### config.mk
export PLATFORM = sky130hd
export DESIGN_NAME = wdata_router_flat
export DESIGN_NICKNAME = d
export VERILOG_FILES = /design/src/rtl/axi_router_pkg.sv /design/src/rtl/wdata_router_if.sv /design/src/rtl/wdata_router_dest_fifo.sv /design/src/rtl/wdata_router.sv /design/src/flat_wrapper.sv
export SDC_FILE = /design/constraint.sdc
export NUM_CORES = 1
export LEC_CHECK = 0
export ABC_AREA = 1
export ABC_CLOCK_PERIOD_IN_PS = 2500
export CAP_MARGIN = 20
export CORE_ASPECT_RATIO = 0.9
export CORE_MARGIN = 5
export CORE_UTILIZATION = 25
export DETAILED_ROUTE_END_ITERATION = 8
export PLACE_DENSITY = 0.69
export SYNTH_ARGS = -nofsm -noshare
export SYNTH_HDL_FRONTEND = slang
export SYNTH_HIERARCHICAL = 1
export SYNTH_SLANG_ARGS = --single-unit
export TNS_END_PERCENT = 50
### constraint.sdc
create_clock -name clk -period 2.5 [get_ports clk]
set_input_delay 0.5 -clock clk [delete_from_list [all_inputs] [get_ports clk]]
set_output_delay 0.5 -clock clk [all_outputs]
set_load 0.02 [all_outputs]
### src/rtl/axi_router_pkg.sv
// axi_router_pkg: shared types for the AXI write-channel routers.
package axi_router_pkg;

    localparam int AXI_LEN_BITS = 4;

    typedef enum logic [1:0] {
        DEST_S0   = 2'd0,
        DEST_S1   = 2'd1,
        DEST_SDEF = 2'd2
    } dest_e;

    typedef struct packed {
        dest_e                   dest;
        logic [AXI_LEN_BITS-1:0] len;
    } aw_entry_t;

    typedef enum logic {
        ST_IDLE,
        ST_DATA
    } state_e;

endpackage

### src/rtl/wdata_router_if.sv
// wdata_router_if: AW observation and W channel signals around the write-data router.
interface wdata_router_if #(
    parameter int DATA_BITS = 32,
    parameter int STRB_BITS = 4,
    parameter int LEN_BITS  = 4
);
    logic [LEN_BITS-1:0]  AWLEN_M;
    logic                 AWVALID_S0, AWREADY_S0;
    logic                 AWVALID_S1, AWREADY_S1;
    logic                 AWVALID_SDEFAULT, AWREADY_SDEFAULT;
    logic                 aw_full;
    logic [DATA_BITS-1:0] WDATA_M1;
    logic [STRB_BITS-1:0] WSTRB_M1;
    logic                 WLAST_M1, WVALID_M1, WREADY_M1;
    logic [DATA_BITS-1:0] WDATA_S0, WDATA_S1, WDATA_SDEFAULT;
    logic [STRB_BITS-1:0] WSTRB_S0, WSTRB_S1, WSTRB_SDEFAULT;
    logic                 WLAST_S0, WLAST_S1, WLAST_SDEFAULT;
    logic                 WVALID_S0, WVALID_S1, WVALID_SDEFAULT;
    logic                 WREADY_S0, WREADY_S1, WREADY_SDEFAULT;
    logic                 wlast_err;

    modport slave (
        input  AWLEN_M, AWVALID_S0, AWREADY_S0, AWVALID_S1, AWREADY_S1,
               AWVALID_SDEFAULT, AWREADY_SDEFAULT,
               WDATA_M1, WSTRB_M1, WLAST_M1, WVALID_M1,
               WREADY_S0, WREADY_S1, WREADY_SDEFAULT,
        output aw_full, WREADY_M1,
               WDATA_S0, WDATA_S1, WDATA_SDEFAULT,
               WSTRB_S0, WSTRB_S1, WSTRB_SDEFAULT,
               WLAST_S0, WLAST_S1, WLAST_SDEFAULT,
               WVALID_S0, WVALID_S1, WVALID_SDEFAULT, wlast_err
    );

    modport master (
        output AWLEN_M, AWVALID_S0, AWREADY_S0, AWVALID_S1, AWREADY_S1,
               AWVALID_SDEFAULT, AWREADY_SDEFAULT,
               WDATA_M1, WSTRB_M1, WLAST_M1, WVALID_M1,
               WREADY_S0, WREADY_S1, WREADY_SDEFAULT,
        input  aw_full, WREADY_M1,
               WDATA_S0, WDATA_S1, WDATA_SDEFAULT,
               WSTRB_S0, WSTRB_S1, WSTRB_SDEFAULT,
               WLAST_S0, WLAST_S1, WLAST_SDEFAULT,
               WVALID_S0, WVALID_S1, WVALID_SDEFAULT, wlast_err
    );

endinterface

### src/rtl/wdata_router_dest_fifo.sv
// dest_fifo: in-order queue of accepted write addresses (destination + burst length).
module dest_fifo
    import axi_router_pkg::*;
#(
    parameter int DEPTH = 2
) (
    input  logic      clk,
    input  logic      rst,
    input  logic      push,
    input  logic      pop,
    input  aw_entry_t din,
    output aw_entry_t head,
    output logic      full,
    output logic      empty,
    output logic      empty_next
);
    localparam int AW = $clog2(DEPTH);

    aw_entry_t     mem_q [DEPTH];
    aw_entry_t     mem_d [DEPTH];
    logic [AW-1:0] wr_ptr_q, wr_ptr_d, rd_ptr_q, rd_ptr_d;
    logic [AW:0]   count_q, count_d;
    logic          push_ok, pop_ok;

    always_comb begin
        full       = count_q == (AW+1)'(DEPTH);
        empty      = count_q == '0;
        push_ok    = push && !full;
        pop_ok     = pop && !empty;
        mem_d      = mem_q;
        if (push_ok) mem_d[wr_ptr_q] = din;
        wr_ptr_d   = push_ok ? wr_ptr_q + AW'(1) : wr_ptr_q;
        rd_ptr_d   = pop_ok ? rd_ptr_q + AW'(1) : rd_ptr_q;
        count_d    = count_q + (AW+1)'(push_ok) - (AW+1)'(pop_ok);
        empty_next = count_d == '0;
        head       = mem_q[rd_ptr_q];
    end

    // Storage needs no reset: entries are only read while count says they are valid.
    always_ff @(posedge clk) begin
        mem_q <= mem_d;
        if (!rst) begin
            wr_ptr_q <= '0;
            rd_ptr_q <= '0;
            count_q  <= '0;
        end else begin
            wr_ptr_q <= wr_ptr_d;
            rd_ptr_q <= rd_ptr_d;
            count_q  <= count_d;
        end
    end

    a_no_push_when_full: assert property (@(posedge clk) disable iff (!rst) !(push && full));

endmodule

### src/rtl/wdata_router.sv
// wdata_router: steers M1 write beats to the slave that took the matching address
// and regenerates WLAST from the recorded burst length.
module wdata_router
    import axi_router_pkg::*;
#(
    parameter int DEPTH     = 2,
    parameter int DATA_BITS = 32,
    parameter int STRB_BITS = 4,
    parameter int LEN_BITS  = 4
) (
    input logic          clk,
    input logic          rst,
    wdata_router_if.slave bus
);
    state_e              state_q, state_d;
    logic [LEN_BITS-1:0] beat_cnt_q, beat_cnt_d;
    aw_entry_t           aw_entry, head;
    logic                aw_s0, aw_s1, aw_sd, aw_push;
    logic                fifo_full, fifo_empty, fifo_empty_next;
    logic                active, sel_ready, is_last, hs, pop;

    always_comb begin
        aw_s0         = bus.AWVALID_S0 && bus.AWREADY_S0;
        aw_s1         = bus.AWVALID_S1 && bus.AWREADY_S1;
        aw_sd         = bus.AWVALID_SDEFAULT && bus.AWREADY_SDEFAULT;
        aw_push       = aw_s0 || aw_s1 || aw_sd;
        aw_entry.dest = aw_s0 ? DEST_S0 : aw_s1 ? DEST_S1 : DEST_SDEF;
        aw_entry.len  = AXI_LEN_BITS'(bus.AWLEN_M);
    end

    dest_fifo #(.DEPTH(DEPTH)) u_dest_fifo (
        .clk        (clk),
        .rst        (rst),
        .push       (aw_push),
        .pop        (pop),
        .din        (aw_entry),
        .head       (head),
        .full       (fifo_full),
        .empty      (fifo_empty),
        .empty_next (fifo_empty_next)
    );

    always_comb begin
        active              = state_q == ST_DATA;
        sel_ready           = head.dest == DEST_S0 ? bus.WREADY_S0 :
                              head.dest == DEST_S1 ? bus.WREADY_S1 : bus.WREADY_SDEFAULT;
        is_last             = beat_cnt_q == LEN_BITS'(head.len);
        bus.WREADY_M1       = active && sel_ready;
        hs                  = bus.WVALID_M1 && bus.WREADY_M1;
        pop                 = hs && is_last;
        bus.WVALID_S0       = active && head.dest == DEST_S0 && bus.WVALID_M1;
        bus.WVALID_S1       = active && head.dest == DEST_S1 && bus.WVALID_M1;
        bus.WVALID_SDEFAULT = active && head.dest == DEST_SDEF && bus.WVALID_M1;
        bus.WLAST_S0        = active && head.dest == DEST_S0 && is_last;
        bus.WLAST_S1        = active && head.dest == DEST_S1 && is_last;
        bus.WLAST_SDEFAULT  = active && head.dest == DEST_SDEF && is_last;
        bus.wlast_err       = hs && (bus.WLAST_M1 != is_last);
        bus.aw_full         = fifo_full;
        beat_cnt_d          = pop ? '0 : hs ? beat_cnt_q + LEN_BITS'(1) : beat_cnt_q;
        // A push this cycle makes the entry usable next cycle, so enter DATA right away.
        state_d             = state_q == ST_IDLE ? ((aw_push || !fifo_empty) ? ST_DATA : ST_IDLE)
                                                 : ((pop && fifo_empty_next) ? ST_IDLE : ST_DATA);
    end

    assign bus.WDATA_S0       = DATA_BITS'(bus.WDATA_M1);
    assign bus.WDATA_S1       = DATA_BITS'(bus.WDATA_M1);
    assign bus.WDATA_SDEFAULT = DATA_BITS'(bus.WDATA_M1);
    assign bus.WSTRB_S0       = STRB_BITS'(bus.WSTRB_M1);
    assign bus.WSTRB_S1       = STRB_BITS'(bus.WSTRB_M1);
    assign bus.WSTRB_SDEFAULT = STRB_BITS'(bus.WSTRB_M1);

    always_ff @(posedge clk) begin
        if (!rst) begin
            state_q    <= ST_IDLE;
            beat_cnt_q <= '0;
        end else begin
            state_q    <= state_d;
            beat_cnt_q <= beat_cnt_d;
        end
    end

endmodule

### src/flat_wrapper.sv
// flat-port wrapper written by rule: the top's interface ports become plain ports
module wdata_router_flat import axi_router_pkg::*;
#(
    parameter int DEPTH     = 2,
    parameter int DATA_BITS = 32,
    parameter int STRB_BITS = 4,
    parameter int LEN_BITS  = 4
)
  (clk, rst, bus_AWLEN_M, bus_AWVALID_S0, bus_AWREADY_S0, bus_AWVALID_S1, bus_AWREADY_S1, bus_AWVALID_SDEFAULT, bus_AWREADY_SDEFAULT, bus_WDATA_M1, bus_WSTRB_M1, bus_WLAST_M1, bus_WVALID_M1, bus_WREADY_S0, bus_WREADY_S1, bus_WREADY_SDEFAULT, bus_aw_full, bus_WREADY_M1, bus_WDATA_S0, bus_WDATA_S1, bus_WDATA_SDEFAULT, bus_WSTRB_S0, bus_WSTRB_S1, bus_WSTRB_SDEFAULT, bus_WLAST_S0, bus_WLAST_S1, bus_WLAST_SDEFAULT, bus_WVALID_S0, bus_WVALID_S1, bus_WVALID_SDEFAULT, bus_wlast_err);
  wdata_router_if #(.DATA_BITS(DATA_BITS), .STRB_BITS(STRB_BITS), .LEN_BITS(LEN_BITS)) bus_i ();
  input logic clk;
  input logic rst;
  input wire logic [$bits(bus_i.AWLEN_M)-1:0] bus_AWLEN_M;
  input wire logic [$bits(bus_i.AWVALID_S0)-1:0] bus_AWVALID_S0;
  input wire logic [$bits(bus_i.AWREADY_S0)-1:0] bus_AWREADY_S0;
  input wire logic [$bits(bus_i.AWVALID_S1)-1:0] bus_AWVALID_S1;
  input wire logic [$bits(bus_i.AWREADY_S1)-1:0] bus_AWREADY_S1;
  input wire logic [$bits(bus_i.AWVALID_SDEFAULT)-1:0] bus_AWVALID_SDEFAULT;
  input wire logic [$bits(bus_i.AWREADY_SDEFAULT)-1:0] bus_AWREADY_SDEFAULT;
  input wire logic [$bits(bus_i.WDATA_M1)-1:0] bus_WDATA_M1;
  input wire logic [$bits(bus_i.WSTRB_M1)-1:0] bus_WSTRB_M1;
  input wire logic [$bits(bus_i.WLAST_M1)-1:0] bus_WLAST_M1;
  input wire logic [$bits(bus_i.WVALID_M1)-1:0] bus_WVALID_M1;
  input wire logic [$bits(bus_i.WREADY_S0)-1:0] bus_WREADY_S0;
  input wire logic [$bits(bus_i.WREADY_S1)-1:0] bus_WREADY_S1;
  input wire logic [$bits(bus_i.WREADY_SDEFAULT)-1:0] bus_WREADY_SDEFAULT;
  output wire logic [$bits(bus_i.aw_full)-1:0] bus_aw_full;
  output wire logic [$bits(bus_i.WREADY_M1)-1:0] bus_WREADY_M1;
  output wire logic [$bits(bus_i.WDATA_S0)-1:0] bus_WDATA_S0;
  output wire logic [$bits(bus_i.WDATA_S1)-1:0] bus_WDATA_S1;
  output wire logic [$bits(bus_i.WDATA_SDEFAULT)-1:0] bus_WDATA_SDEFAULT;
  output wire logic [$bits(bus_i.WSTRB_S0)-1:0] bus_WSTRB_S0;
  output wire logic [$bits(bus_i.WSTRB_S1)-1:0] bus_WSTRB_S1;
  output wire logic [$bits(bus_i.WSTRB_SDEFAULT)-1:0] bus_WSTRB_SDEFAULT;
  output wire logic [$bits(bus_i.WLAST_S0)-1:0] bus_WLAST_S0;
  output wire logic [$bits(bus_i.WLAST_S1)-1:0] bus_WLAST_S1;
  output wire logic [$bits(bus_i.WLAST_SDEFAULT)-1:0] bus_WLAST_SDEFAULT;
  output wire logic [$bits(bus_i.WVALID_S0)-1:0] bus_WVALID_S0;
  output wire logic [$bits(bus_i.WVALID_S1)-1:0] bus_WVALID_S1;
  output wire logic [$bits(bus_i.WVALID_SDEFAULT)-1:0] bus_WVALID_SDEFAULT;
  output wire logic [$bits(bus_i.wlast_err)-1:0] bus_wlast_err;
  assign bus_i.AWLEN_M = bus_AWLEN_M;
  assign bus_i.AWVALID_S0 = bus_AWVALID_S0;
  assign bus_i.AWREADY_S0 = bus_AWREADY_S0;
  assign bus_i.AWVALID_S1 = bus_AWVALID_S1;
  assign bus_i.AWREADY_S1 = bus_AWREADY_S1;
  assign bus_i.AWVALID_SDEFAULT = bus_AWVALID_SDEFAULT;
  assign bus_i.AWREADY_SDEFAULT = bus_AWREADY_SDEFAULT;
  assign bus_i.WDATA_M1 = bus_WDATA_M1;
  assign bus_i.WSTRB_M1 = bus_WSTRB_M1;
  assign bus_i.WLAST_M1 = bus_WLAST_M1;
  assign bus_i.WVALID_M1 = bus_WVALID_M1;
  assign bus_i.WREADY_S0 = bus_WREADY_S0;
  assign bus_i.WREADY_S1 = bus_WREADY_S1;
  assign bus_i.WREADY_SDEFAULT = bus_WREADY_SDEFAULT;
  assign bus_aw_full = bus_i.aw_full;
  assign bus_WREADY_M1 = bus_i.WREADY_M1;
  assign bus_WDATA_S0 = bus_i.WDATA_S0;
  assign bus_WDATA_S1 = bus_i.WDATA_S1;
  assign bus_WDATA_SDEFAULT = bus_i.WDATA_SDEFAULT;
  assign bus_WSTRB_S0 = bus_i.WSTRB_S0;
  assign bus_WSTRB_S1 = bus_i.WSTRB_S1;
  assign bus_WSTRB_SDEFAULT = bus_i.WSTRB_SDEFAULT;
  assign bus_WLAST_S0 = bus_i.WLAST_S0;
  assign bus_WLAST_S1 = bus_i.WLAST_S1;
  assign bus_WLAST_SDEFAULT = bus_i.WLAST_SDEFAULT;
  assign bus_WVALID_S0 = bus_i.WVALID_S0;
  assign bus_WVALID_S1 = bus_i.WVALID_S1;
  assign bus_WVALID_SDEFAULT = bus_i.WVALID_SDEFAULT;
  assign bus_wlast_err = bus_i.wlast_err;
  wdata_router #(.DEPTH(DEPTH), .DATA_BITS(DATA_BITS), .STRB_BITS(STRB_BITS), .LEN_BITS(LEN_BITS)) u_core (.clk(clk), .rst(rst), .bus(bus_i));
endmodule
==> results.sh <==
export IMPL_syn_inst=259
export IMPL_p_switching_uw=266.1
export IMPL_intPower_uw=627.2
export IMPL_maxCapViolations=0
export IMPL_antenna_cells=0
export IMPL_synth_xor_area_share_pct=0.8701
export IMPL_grt_ovfl_total=0
export IMPL_ioPinCount=170
export IMPL_placementRows=31
export IMPL_grt_first_pass_wirelength_um=5050
export IMPL_routed_top_layer="met3"
export IMPL_dr_pass1_iters=4
export IMPL_wl_met2_um=1557
export IMPL_synth_simple_gate_area_share_pct=19.95
export IMPL_p_total_uw=893.3
export IMPL_cts_sinks=21
export IMPL_num_vias=1082
export IMPL_rr_worst_depth=18
export IMPL_yosysTopAreaCell="buf_4"
export IMPL_fmax_mhz=412.3
export IMPL_met3WireLength_um=290
export IMPL_fin_crit_ns=2.426
export IMPL_crit_top_cell="nand2_1"
export IMPL_fin_nets=248
export IMPL_place_port_buffers=25
export IMPL_vdd_ir_drop_max_mv=0.2094
export IMPL_cp_required_ns=2.70
export IMPL_switching_share_pct=29.78
export IMPL_pwr_share_clk_pct=24.8
export IMPL_routed_wirelength_um=3225
export IMPL_rsz0062_at_grt="yes"
export IMPL_r2r_start="u_core/u_dest_fifo/rd_ptr_q"
export IMPL_synthMuxAreaShare_pct=3.356
export IMPL_synth_nets=315
export IMPL_fp_coreArea_mm2=0.007951
export IMPL_hpwl_um=2563
export IMPL_cp_end_kind="register"
export IMPL_synth_yosys_seq_area_share_pct=26.85
export IMPL_ys_ff_latch=21
export IMPL_combPwrFrac_pct=27.6
export IMPL_post_route_util_pct=21.78
export IMPL_synth_top_family_by_area="buffers and inverters"
export IMPL_start_util_pct=25.32
export IMPL_pwr_share_seq_pct=47.6
export IMPL_tightest_slew_ns=0.3817
export IMPL_critPathMaxStageDelay_ns=0.41
export IMPL_hold_buffers=0
export IMPL_grt_pass1_vias=1089
export IMPL_status="complete, no violations"
export IMPL_syn_area_per_cell_um2=7.773
export IMPL_synth_compound_area_share_pct=1.802
export IMPL_start_kind="register"
export IMPL_cts_buffers=3
export IMPL_drive_gt1_share_pct=25.65
export IMPL_via_per_inst=3.731
export IMPL_antenna_found_initial=0
export IMPL_cts_root_buffer="clkbuf_8"
export IMPL_hp_class="register to register"
export IMPL_drc=0
export IMPL_slew_violations=0
export IMPL_hold_violations=0
export IMPL_postRouteAntennaNets=0
export IMPL_met1_length_um=1376
export IMPL_cp_max_fo=7
export IMPL_p_per_area_mw_per_mm2=515.9
export IMPL_yosysWarnings=6
export IMPL_syn2layout_area_growth_pct=-13.98
export IMPL_die_x_um=104.6
export IMPL_dieArea_mm2=0.009950
export IMPL_reg2reg_setup_slack_ns=0.07
export IMPL_synth_top_area_share_pct=40.65
export IMPL_gp_congestion=0.7924
export IMPL_crit_path_start="u_core/u_dest_fifo/rd_ptr_q"
export IMPL_grt_max_degree=13
export IMPL_crit_chain="mux2_4 > nor2_4 > nand2_2 > nand3_4 > nand3_4 > buf_4 > nor2_2 > inv_2 > nor2_4 > ha_1 > inv_2 > ha_4 > inv_1 > nand2_1 > nand2_1 > nand2_1 > nand2_1 > nor2_1"
export IMPL_die_h_um=95.13
export IMPL_wire_per_inst_um=11.12
export IMPL_cts_clk_slew_worst_paths_ns=0.07
export IMPL_slew_headroom_pct=74.52
export IMPL_critPathArrivalTime_ns=2.63
export IMPL_fin_crit_sh_pct=97.02
export IMPL_globalRouteTotalUtil_pct=6.300
export IMPL_clk_latency_ns=0.26
export IMPL_r2r_end="u_core/u_dest_fifo/count_q[1]"
export IMPL_synth_area_top_cells="buf_4 41%, edfxtp_1 18%, dfxtp_1 8.9%, nand2_1 8.0%, inv_1 3.9%"
export IMPL_fin_skew_ns=0.002519
export IMPL_crit_type="register to register"
export IMPL_clock_path_buffers=2
export IMPL_slowest_stage="dfxtp_4"
export IMPL_cts_tree="built"
export IMPL_setup_violations=0
export IMPL_leakage_uw=0.0007749
export IMPL_worstSetupEndpoint="u_core/u_dest_fifo/count_q[1]"
export IMPL_cts_htree_levels=1
export IMPL_synth_fa_ha_area_share_pct=1.865
export IMPL_synth_cell_area_mm2=0.002013
export IMPL_drtIter0Drc=61
export IMPL_yosys_cell_types_count=21
==> power groups by stage <==
| stage | logic (µW) | clock network (µW) | registers, µW |
|---|---|---|---|
| 2_1_floorplan | 395 | 0 | 421 |
| 6_report | 247 | 221 | 425 |
| 4_1_cts | 240 | 229 | 423 |
| 3_3_place_gp | 229 | 0 | 431 |
| 3_5_place_dp | 236 | 0 | 432 |
| 5_1_grt | 276 | 248 | 429 |
==> state kept, by name, summed over array words and instances, names as in the netlist <==
signal and flops:
u_core/active 1, u_core/beat_cnt_q 4, u_core/u_dest_fifo/count_q 2, u_core/u_dest_fifo/mem_q 12, u_core/u_dest_fifo/rd_ptr_q 1, u_core/u_dest_fifo/wr_ptr_q 1
==> final cells by class <==
cell class,instances,area (µm²)
Clock buffer,3,41.29
Clock inverter,1,5.005
Fill cell,856,6220
Inverter,24,90.09
Multi-Input combinational cell,104,603.1
Sequential cell,21,544.3
Tap cell,99,123.9
Timing Repair Buffer,38,324.1
==> cells in the final DEF (no fill, tap or decap), types with 2 or more instances in the layout <==
cell	instances
nand2_1	42
inv_1	19
nor2_1	19
clkdlybuf4s50_1	17
buf_4	13
edfxtp_1	12
nand3_1	8
dfxtp_1	8
inv_2	5
nor2_2	5
nand4_1	5
nand2_2	4
mux2_2	4
clkbuf_8	3
clkbuf_2	3
dlygate4sd2_1	3
a21oi_1	3
nor2_4	2
nand3_4	2
xor2_1	2
ha_1	2
mux2_4	2
==> cell families (layout without fill, tap and decap cells) <==
family,after synthesis,in the layout
multiplexers,6,6
XOR/XNOR,2,2
buffers and inverters,134,66
adder cells (fa/ha/maj),3,3
AO/OA/AOI/OAI,5,5
AND/OR/NAND/NOR,88,88
flip-flops,21,21
==> routing by layer <==
metal,vias up,GRT usage [%]
li1,559,-
met1,487,7.740
met2,36,10.44
met3,0,2.234
met4,0,1.917
met5,-,0
==> synth_stat cells <==
cell type  count
buf_4        109
nand2_1       43
inv_1         21
nor2_1        20
edfxtp_1      12
dfxtp_1        9
nand3_1        9
mux2_2         6
nand4_1        5
nor2_2         5
a21oi_1        3
ha_1           3
inv_2          3
nand2_2        3
xor2_1         2
clkbuf_1       1
nand3_2        1
nand3_4        1
nor2_4         1
o21ai_0        1
o21ai_4        1
==> critical path: cells and delay by family (launching register included) <==
family        cells  cell delay [ns]
buf+inv           4             0.34
mux               1             0.34
simple gates     11             0.90
fa+ha+maj         2             0.37
flops             1             0.41
==> metrics by stage <==
stage	setup slack (ns)	instance area (µm²)	cells	hold WS, ns	setup TNS, ns
after floorplan	0.1461	2013	259	0.4750	0
after global placement	-0.1249	1663	286	0.4888	-0.5009
after detailed placement	-0.2174	1663	286	0.5044	-0.9858
after CTS	0.01889	1724	290	0.5229	0
after global routing	-0.06293	1732	290	0.5669	-0.1606
final	0.07440	1732	290	0.5171	0
==> worst min-delay path by stage <==
stage                                start  slack (ns)  depth (start not counted)                           to
2_1_floorplan  u_core/u_dest_fifo/wr_ptr_q        0.47                          2  u_core/u_dest_fifo/wr_ptr_q
3_3_place_gp   u_core/u_dest_fifo/wr_ptr_q        0.49                          2  u_core/u_dest_fifo/wr_ptr_q
3_5_place_dp   u_core/u_dest_fifo/wr_ptr_q        0.50                          2  u_core/u_dest_fifo/wr_ptr_q
4_1_cts        u_core/u_dest_fifo/wr_ptr_q        0.52                          2  u_core/u_dest_fifo/wr_ptr_q
5_1_grt        u_core/u_dest_fifo/wr_ptr_q        0.57                          2  u_core/u_dest_fifo/wr_ptr_q
6_report       u_core/u_dest_fifo/wr_ptr_q        0.52                          2  u_core/u_dest_fifo/wr_ptr_q
==> what timing repair did <==
item | CTS | global route
pin swaps | 0 | 1
endpoints found under the setup margin | 11 | 7
resized for setup | 18 | 13
setup buffers | 0 | 0
(Power assumes the default switching activity.)
